==> config.mk <==
export PLATFORM = sky130hd
export DESIGN_NAME = adv_input_cond
export DESIGN_NICKNAME = d
export VERILOG_FILES = /design/src/rtl/adv_pkg.sv /design/src/rtl/btn_debounce.sv /design/src/rtl/adv_input_cond.sv
export SDC_FILE = /design/constraint.sdc
export NUM_CORES = 1
export LEC_CHECK = 0
export ABC_AREA = 1
export CAP_MARGIN = 20
export CORE_MARGIN = 2
export CORE_UTILIZATION = 45
export CTS_CLUSTER_DIAMETER = 40
export DETAILED_ROUTE_END_ITERATION = 8
export PLACE_DENSITY = 0.65
export SLEW_MARGIN = 20
export SYNTH_ARGS = -nofsm -noshare
export SYNTH_HDL_FRONTEND = slang
export SYNTH_SLANG_ARGS = --single-unit
==> constraint.sdc <==
create_clock -name clk -period 1.95 [get_ports clk]
set_clock_uncertainty 0.15 [all_clocks]
set_input_delay 0.585 -clock clk [delete_from_list [all_inputs] [get_ports clk]]
set_output_delay 0.585 -clock clk [all_outputs]
set_load 0.005 [all_outputs]
==> src/rtl/adv_pkg.sv <==
// Shared definitions for the adventure-game input-conditioning stage.
// Holds the move-direction and control-FSM state enums, the default
// debounce/synchronizer depths, and a helper that turns a direction into
// the {n, s, e, w} one-hot move vector used by the output register.
package adv_pkg;

  localparam int DEFAULT_DEBOUNCE_CYCLES = 16;
  localparam int DEFAULT_SYNC_STAGES     = 2;

  typedef enum logic [1:0] {
    DIR_N = 2'd0,
    DIR_S = 2'd1,
    DIR_E = 2'd2,
    DIR_W = 2'd3
  } dir_t;

  typedef enum logic [1:0] {
    IDLE = 2'd0,
    FIRE = 2'd1,
    HOLD = 2'd2,
    DONE = 2'd3
  } cond_state_t;

  // Bit order of the result is {n, s, e, w}, matching the button vectors
  // used throughout the top level.
  function automatic logic [3:0] dir_onehot(input dir_t dir);
    logic [3:0] vec;
    vec = 4'b0000;
    case (dir)
      DIR_N:   vec = 4'b1000;
      DIR_S:   vec = 4'b0100;
      DIR_E:   vec = 4'b0010;
      DIR_W:   vec = 4'b0001;
      default: vec = 4'b0000;
    endcase
    return vec;
  endfunction

endpackage

==> src/rtl/btn_debounce.sv <==
// Synchronizer + debouncer for one raw asynchronous pushbutton.
// Ports:
//   clk, reset : clock and asynchronous active-high reset
//   raw        : bouncy asynchronous button level
//   level      : debounced level
//   rise       : one-cycle strobe, registered, on a debounced 0->1 flip
// The debounced level only flips after the synchronized level has differed
// from it for DEBOUNCE_CYCLES consecutive cycles.
module btn_debounce
  import adv_pkg::*;
#(
  parameter int DEBOUNCE_CYCLES = DEFAULT_DEBOUNCE_CYCLES,
  parameter int SYNC_STAGES     = DEFAULT_SYNC_STAGES
) (
  input  logic clk,
  input  logic reset,
  input  logic raw,
  output logic level,
  output logic rise
);

  localparam int CNT_W = $clog2(DEBOUNCE_CYCLES);
  localparam logic [CNT_W-1:0] CNT_MAX = CNT_W'(DEBOUNCE_CYCLES - 1);

  logic [SYNC_STAGES-1:0] sync_q;
  logic [CNT_W-1:0]       cnt;
  logic                   synced;

  // Metastability chain; only the last stage is trusted downstream.
  always_ff @(posedge clk or posedge reset) begin
    if (reset) begin
      sync_q <= '0;
    end else begin
      sync_q <= {sync_q[SYNC_STAGES-2:0], raw};
    end
  end

  assign synced = sync_q[SYNC_STAGES-1];

  // Any cycle where the levels agree restarts the count, so a glitch
  // shorter than the debounce window never moves the debounced level.
  always_ff @(posedge clk or posedge reset) begin
    if (reset) begin
      cnt   <= '0;
      level <= 1'b0;
      rise  <= 1'b0;
    end else begin
      rise <= 1'b0;
      if (synced == level) begin
        cnt <= '0;
      end else if (cnt == CNT_MAX) begin
        level <= synced;
        rise  <= synced;
        cnt   <= '0;
      end else begin
        cnt <= cnt + 1'b1;
      end
    end
  end

endmodule

==> src/rtl/adv_input_cond.sv <==
// Input-conditioning stage ahead of the adventure-game room FSM.
// Ports:
//   clk, reset              : clock and asynchronous active-high reset
//   btn_n/btn_s/btn_e/btn_w : raw asynchronous direction buttons
//   sw                      : player is in the sword room
//   win, d                  : game won / player dead, freezes movement
//   n/s/e/w                 : registered one-cycle move pulses, one per press
//   v                       : registered sticky sword-held flag
//   move_cnt                : saturating count of issued move pulses
module adv_input_cond
  import adv_pkg::*;
#(
  parameter int DEBOUNCE_CYCLES = DEFAULT_DEBOUNCE_CYCLES,
  parameter int SYNC_STAGES     = DEFAULT_SYNC_STAGES
) (
  input  logic       clk,
  input  logic       reset,
  input  logic       btn_n,
  input  logic       btn_s,
  input  logic       btn_e,
  input  logic       btn_w,
  input  logic       sw,
  input  logic       win,
  input  logic       d,
  output logic       n,
  output logic       s,
  output logic       e,
  output logic       w,
  output logic       v,
  output logic [7:0] move_cnt
);

  logic [3:0]  raw_btn;
  logic [3:0]  level;
  logic [3:0]  rise;
  logic [3:0]  move_next;
  logic        stop;
  dir_t        sel_dir;
  dir_t        dir_q;
  cond_state_t state;
  cond_state_t next_state;

  // Vector order {n, s, e, w}: bit 3 is the highest-priority button.
  assign raw_btn = {btn_n, btn_s, btn_e, btn_w};
  assign stop    = win | d;

  for (genvar i = 0; i < 4; i++) begin : g_btn
    btn_debounce #(
      .DEBOUNCE_CYCLES(DEBOUNCE_CYCLES),
      .SYNC_STAGES    (SYNC_STAGES)
    ) u_debounce (
      .clk  (clk),
      .reset(reset),
      .raw  (raw_btn[i]),
      .level(level[i]),
      .rise (rise[i])
    );
  end

  // Highest-priority rising button wins; simultaneous lower rises are dropped.
  always_comb begin
    sel_dir = DIR_N;
    if (rise[3])      sel_dir = DIR_N;
    else if (rise[2]) sel_dir = DIR_S;
    else if (rise[1]) sel_dir = DIR_E;
    else if (rise[0]) sel_dir = DIR_W;
  end

  always_ff @(posedge clk or posedge reset) begin
    if (reset) begin
      state <= IDLE;
    end else begin
      state <= next_state;
    end
  end

  // win/d take precedence over a same-cycle rise, and DONE is terminal.
  always_comb begin
    next_state = state;
    case (state)
      IDLE: begin
        if (stop)       next_state = DONE;
        else if (|rise) next_state = FIRE;
      end
      FIRE: next_state = HOLD;
      HOLD: begin
        if (stop)            next_state = DONE;
        else if (level == 4'b0000) next_state = IDLE;
      end
      DONE:    next_state = DONE;
      default: next_state = IDLE;
    endcase
  end

  always_comb begin
    move_next = 4'b0000;
    if (state == FIRE) move_next = dir_onehot(dir_q);
  end

  // Direction is captured only on the IDLE->FIRE transition.
  always_ff @(posedge clk or posedge reset) begin
    if (reset) begin
      dir_q <= DIR_N;
    end else if (state == IDLE && !stop && |rise) begin
      dir_q <= sel_dir;
    end
  end

  // Moves, counter and sword flag are all registered so no input reaches an
  // output combinationally.
  always_ff @(posedge clk or posedge reset) begin
    if (reset) begin
      {n, s, e, w} <= 4'b0000;
      move_cnt     <= 8'd0;
      v            <= 1'b0;
    end else begin
      {n, s, e, w} <= move_next;
      if (state == FIRE && move_cnt != 8'hFF) move_cnt <= move_cnt + 8'd1;
      if (sw) v <= 1'b1;
    end
  end

endmodule

==> out/qor.txt <==
Status = finished, final reports clean
Rows = 24
Switching share of power = 21.28%
Slew @ Worst Pin = 0.3331 ns
Diode count = 0
Clock Path Buffers = 2
Final hold vios = 0
WHS Path Cells = 0
Leakage = 1.214 nW
Syn avg cell area = 9.689 sq um
CTS tree = yes
Worst skew pair latency = 0.30 ns
Initial Utilization = 46.38%
Width of the die = 70.76 microns
Post-DRT Antenna Nets = 0
Port bufs = 21
Reg2Reg Depth = 9
F_max = 527.7 MHz
Num Clock Sinks = 49
Routed via count = 1347
Post-CTS Hold Buffers = 0
Layout filler cell count = 396
Worst path top cell family by delay = buffers and inverters
Die height = 70.76 microns
Layout area overhead = 24.08%
Worst path buffer plus inverter count = 1
Synthesized area = 2006 sq um
Ys async rst share = 100.0%
Pwr dens = 748.1 nW/um^2
Clk root buf = clkbuf_8
Critical Path, Cell by Cell = clkdlybuf4s50_1
Syn_nets = 221
Pin count of the biggest net entering global routing = 50
Number of library cell types mapped by synthesis = 21
P_int = 0.001466 W
Worst path required time = 1.21 ns
First-pass GRT wire length = 5499 microns
Register area share after synthesis = 61.14%
#FFs+latches synth = 49
Crit path depth = 1
Total gr overflow = 0
Final core utilization = 57.55%
Setup TNS = 0 ns
Fin crit share = 97.18%
MaxCap Viol Count = 0
Area after DPL = 2301 sq um
Flop-to-flop setup slack = 0.42 ns
Antenna violations before repair = 0
Post-Route WL = 3004 microns
Die area = 5007 sq um
Reg clk slew, reported paths = 0.09 ns
Iteration-0 DRC Markers = 70
Slew headroom = 77.64%
Final setup violation count = 0
Worst Setup End Kind = output port
Max VDD drop = 0.5134 mV
Drt drc = 0
Crit path DAT = 1.16 ns
Combinational cell fraction of total power = 4.4%
Commonest non-fill, non-tap cell in the layout = dfrtp_1
NetSw = 0.0003963 W
Synthesis warning total = 0
Startpoint types = flip-flop
Vias in the first global route = 1289
Core footprint = 4324 sq um
Ys flop type = dfrtp_1
Total CTS buffers = 5
H-tree levels = 2
Gpl congestion = 0.7098
Seq pwr share = 57.0%
Ports = 22
Crit-path max FO = 2
Via-to-Cell Ratio = 4.520
Worst min path class = reg -> reg
RSZ-0062 raised after global routing = false
Tot Pwr = 0.001862 W
WS Path Type = reg -> out
Number of flops mapped to enable cells by yosys = 0
DP Wirelength = 2074 microns
WL/cell = 10.08 microns
FF/Latch Area = 1226 sq um
Most frequent cells in the layout = dfrtp_1, nand2_1, nor2_1, inv_1, clkdlybuf4s50_1
Pre-antenna DRT Iters = 4
Final instance area = 2489 sq um
CP max stage delay = 0.50 ns
Final Critical Period = 1.895 ns
Critical Path Slowest Stage Cell = clkdlybuf4s50_1
Clock power frac = 38.7%
Final net count = 259
Area of the multi-input gates = 679.4 sq um
GR Util All Layers = 14.02%
Layout cells sized above 1 = 12.60%
Cell count after synthesis = 207
Final slew viol count = 0
metrics by stage:
stage / hold WS (ns) / worst slack, ns / instances
6_report: 0.2008 / 0.05492 / 298
5_1_grt: 0.2067 / 0.002027 / 298
3_5_place_dp: 0.1847 / 0.09489 / 281
4_1_cts: 0.2063 / 0.02925 / 297
3_3_place_gp: 0.1847 / 0.1346 / 281
2_1_floorplan: 0.1812 / 0.04218 / 207
layer usage:
metal | up-vias | share of wire [%] | track usage [%]
met1 | 608 | 49 | 17.70
met5 | - | 0 | 0
met4 | 0 | 0.97 | 6.289
met3 | 2 | 3.7 | 4.274
met2 | 18 | 46 | 22.33
li1 | 719 | - | -
final cells by class:
| cell class | count | share of cell area, % |
|---|---|---|
| inverters | 26 | 4.022 |
| multi-input cells | 132 | 27.30 |
| repair buffers | 31 | 12.17 |
| flip-flops and latches | 49 | 49.27 |
| clock inverters | 3 | 1.860 |
| well taps | 52 | 2.614 |
| clock buffers | 5 | 2.765 |
worst reg2reg max path, stage by stage (launching register included):
cell	delay [ns]
dfrtp_1	0.38
buf_4	0.15
ha_1	0.23
nand3_2	0.11
inv_1	0.04
nand2_1	0.09
nand2_4	0.10
inv_4	0.10
nand2_1	0.05
nand2_1	0.06
power groups by stage:
stage / combinational [W] / clock [W] / sequential [W]
after global placement: 0.0000825 / 0 / 0.00108
after global routing: 0.0000963 / 0.000798 / 0.00106
after CTS: 0.0000847 / 0.000755 / 0.00106
after detailed placement: 0.0000846 / 0 / 0.00108
after floorplan: 0.0000510 / 0 / 0.00108
final: 0.0000810 / 0.000720 / 0.00106
Yosys cell counts, types with 2 or more instances:
| master | number | area [sq um] |
|---|---|---|
| nor3_1 | 4 | 20.02 |
| ha_1 | 5 | 62.56 |
| dfrtp_1 | 49 | 1226 |
| xor2_1 | 6 | 52.55 |
| nand2_1 | 48 | 180.2 |
| nand4_1 | 2 | 12.51 |
| nor2_1 | 25 | 93.84 |
| inv_1 | 24 | 90.09 |
| xnor2_1 | 5 | 43.79 |
| o21ai_0 | 11 | 55.05 |
| nand3_1 | 10 | 50.05 |
| or2_2 | 6 | 37.54 |
| a21oi_1 | 4 | 20.02 |
logic make-up (layout without fill, tap and decap cells):
logic type                 Yosys count  after routing  synth area share [%]
AOI/OAI and AO/OA                   15             15                 3.743
xor gates and xnor gates            11             11                 4.803
adders and majority gates            5              5                 3.119
and+or+nand+nor                    101            101                 22.21
DFF                                 49             49                 61.14
buffers and inverters               26             65                 4.991
repair_timing:
action	CTS	global route
setup buffers	8	1
setup endpoints to repair	8	2
resized for setup	0	2
final timing paths:
kind,from,endpoint
hold / removal,g_btn[1].u_debounce.sync_q[0],g_btn[1].u_debounce.sync_q[1]
setup / recovery,move_cnt[6],move_cnt[6]
min in group asynchronous,reset,g_btn[3].u_debounce.cnt[0]
max in group asynchronous,reset,g_btn[3].u_debounce.sync_q[1]
hold reg to reg,g_btn[1].u_debounce.sync_q[0],g_btn[1].u_debounce.sync_q[1]
setup reg to reg,move_cnt[0],move_cnt[3]
registers in the layout (all words and copies together) (netlist names):
name,count
g_btn.u_debounce.cnt,16
g_btn.u_debounce.sync_q,8
move_cnt,8
g_btn.u_debounce.level,4
g_btn.u_debounce.rise,4
dir_q,2
state,2
e,1
n,1
s,1
v,1
w,1
Power figures use the tool's default switching activity.
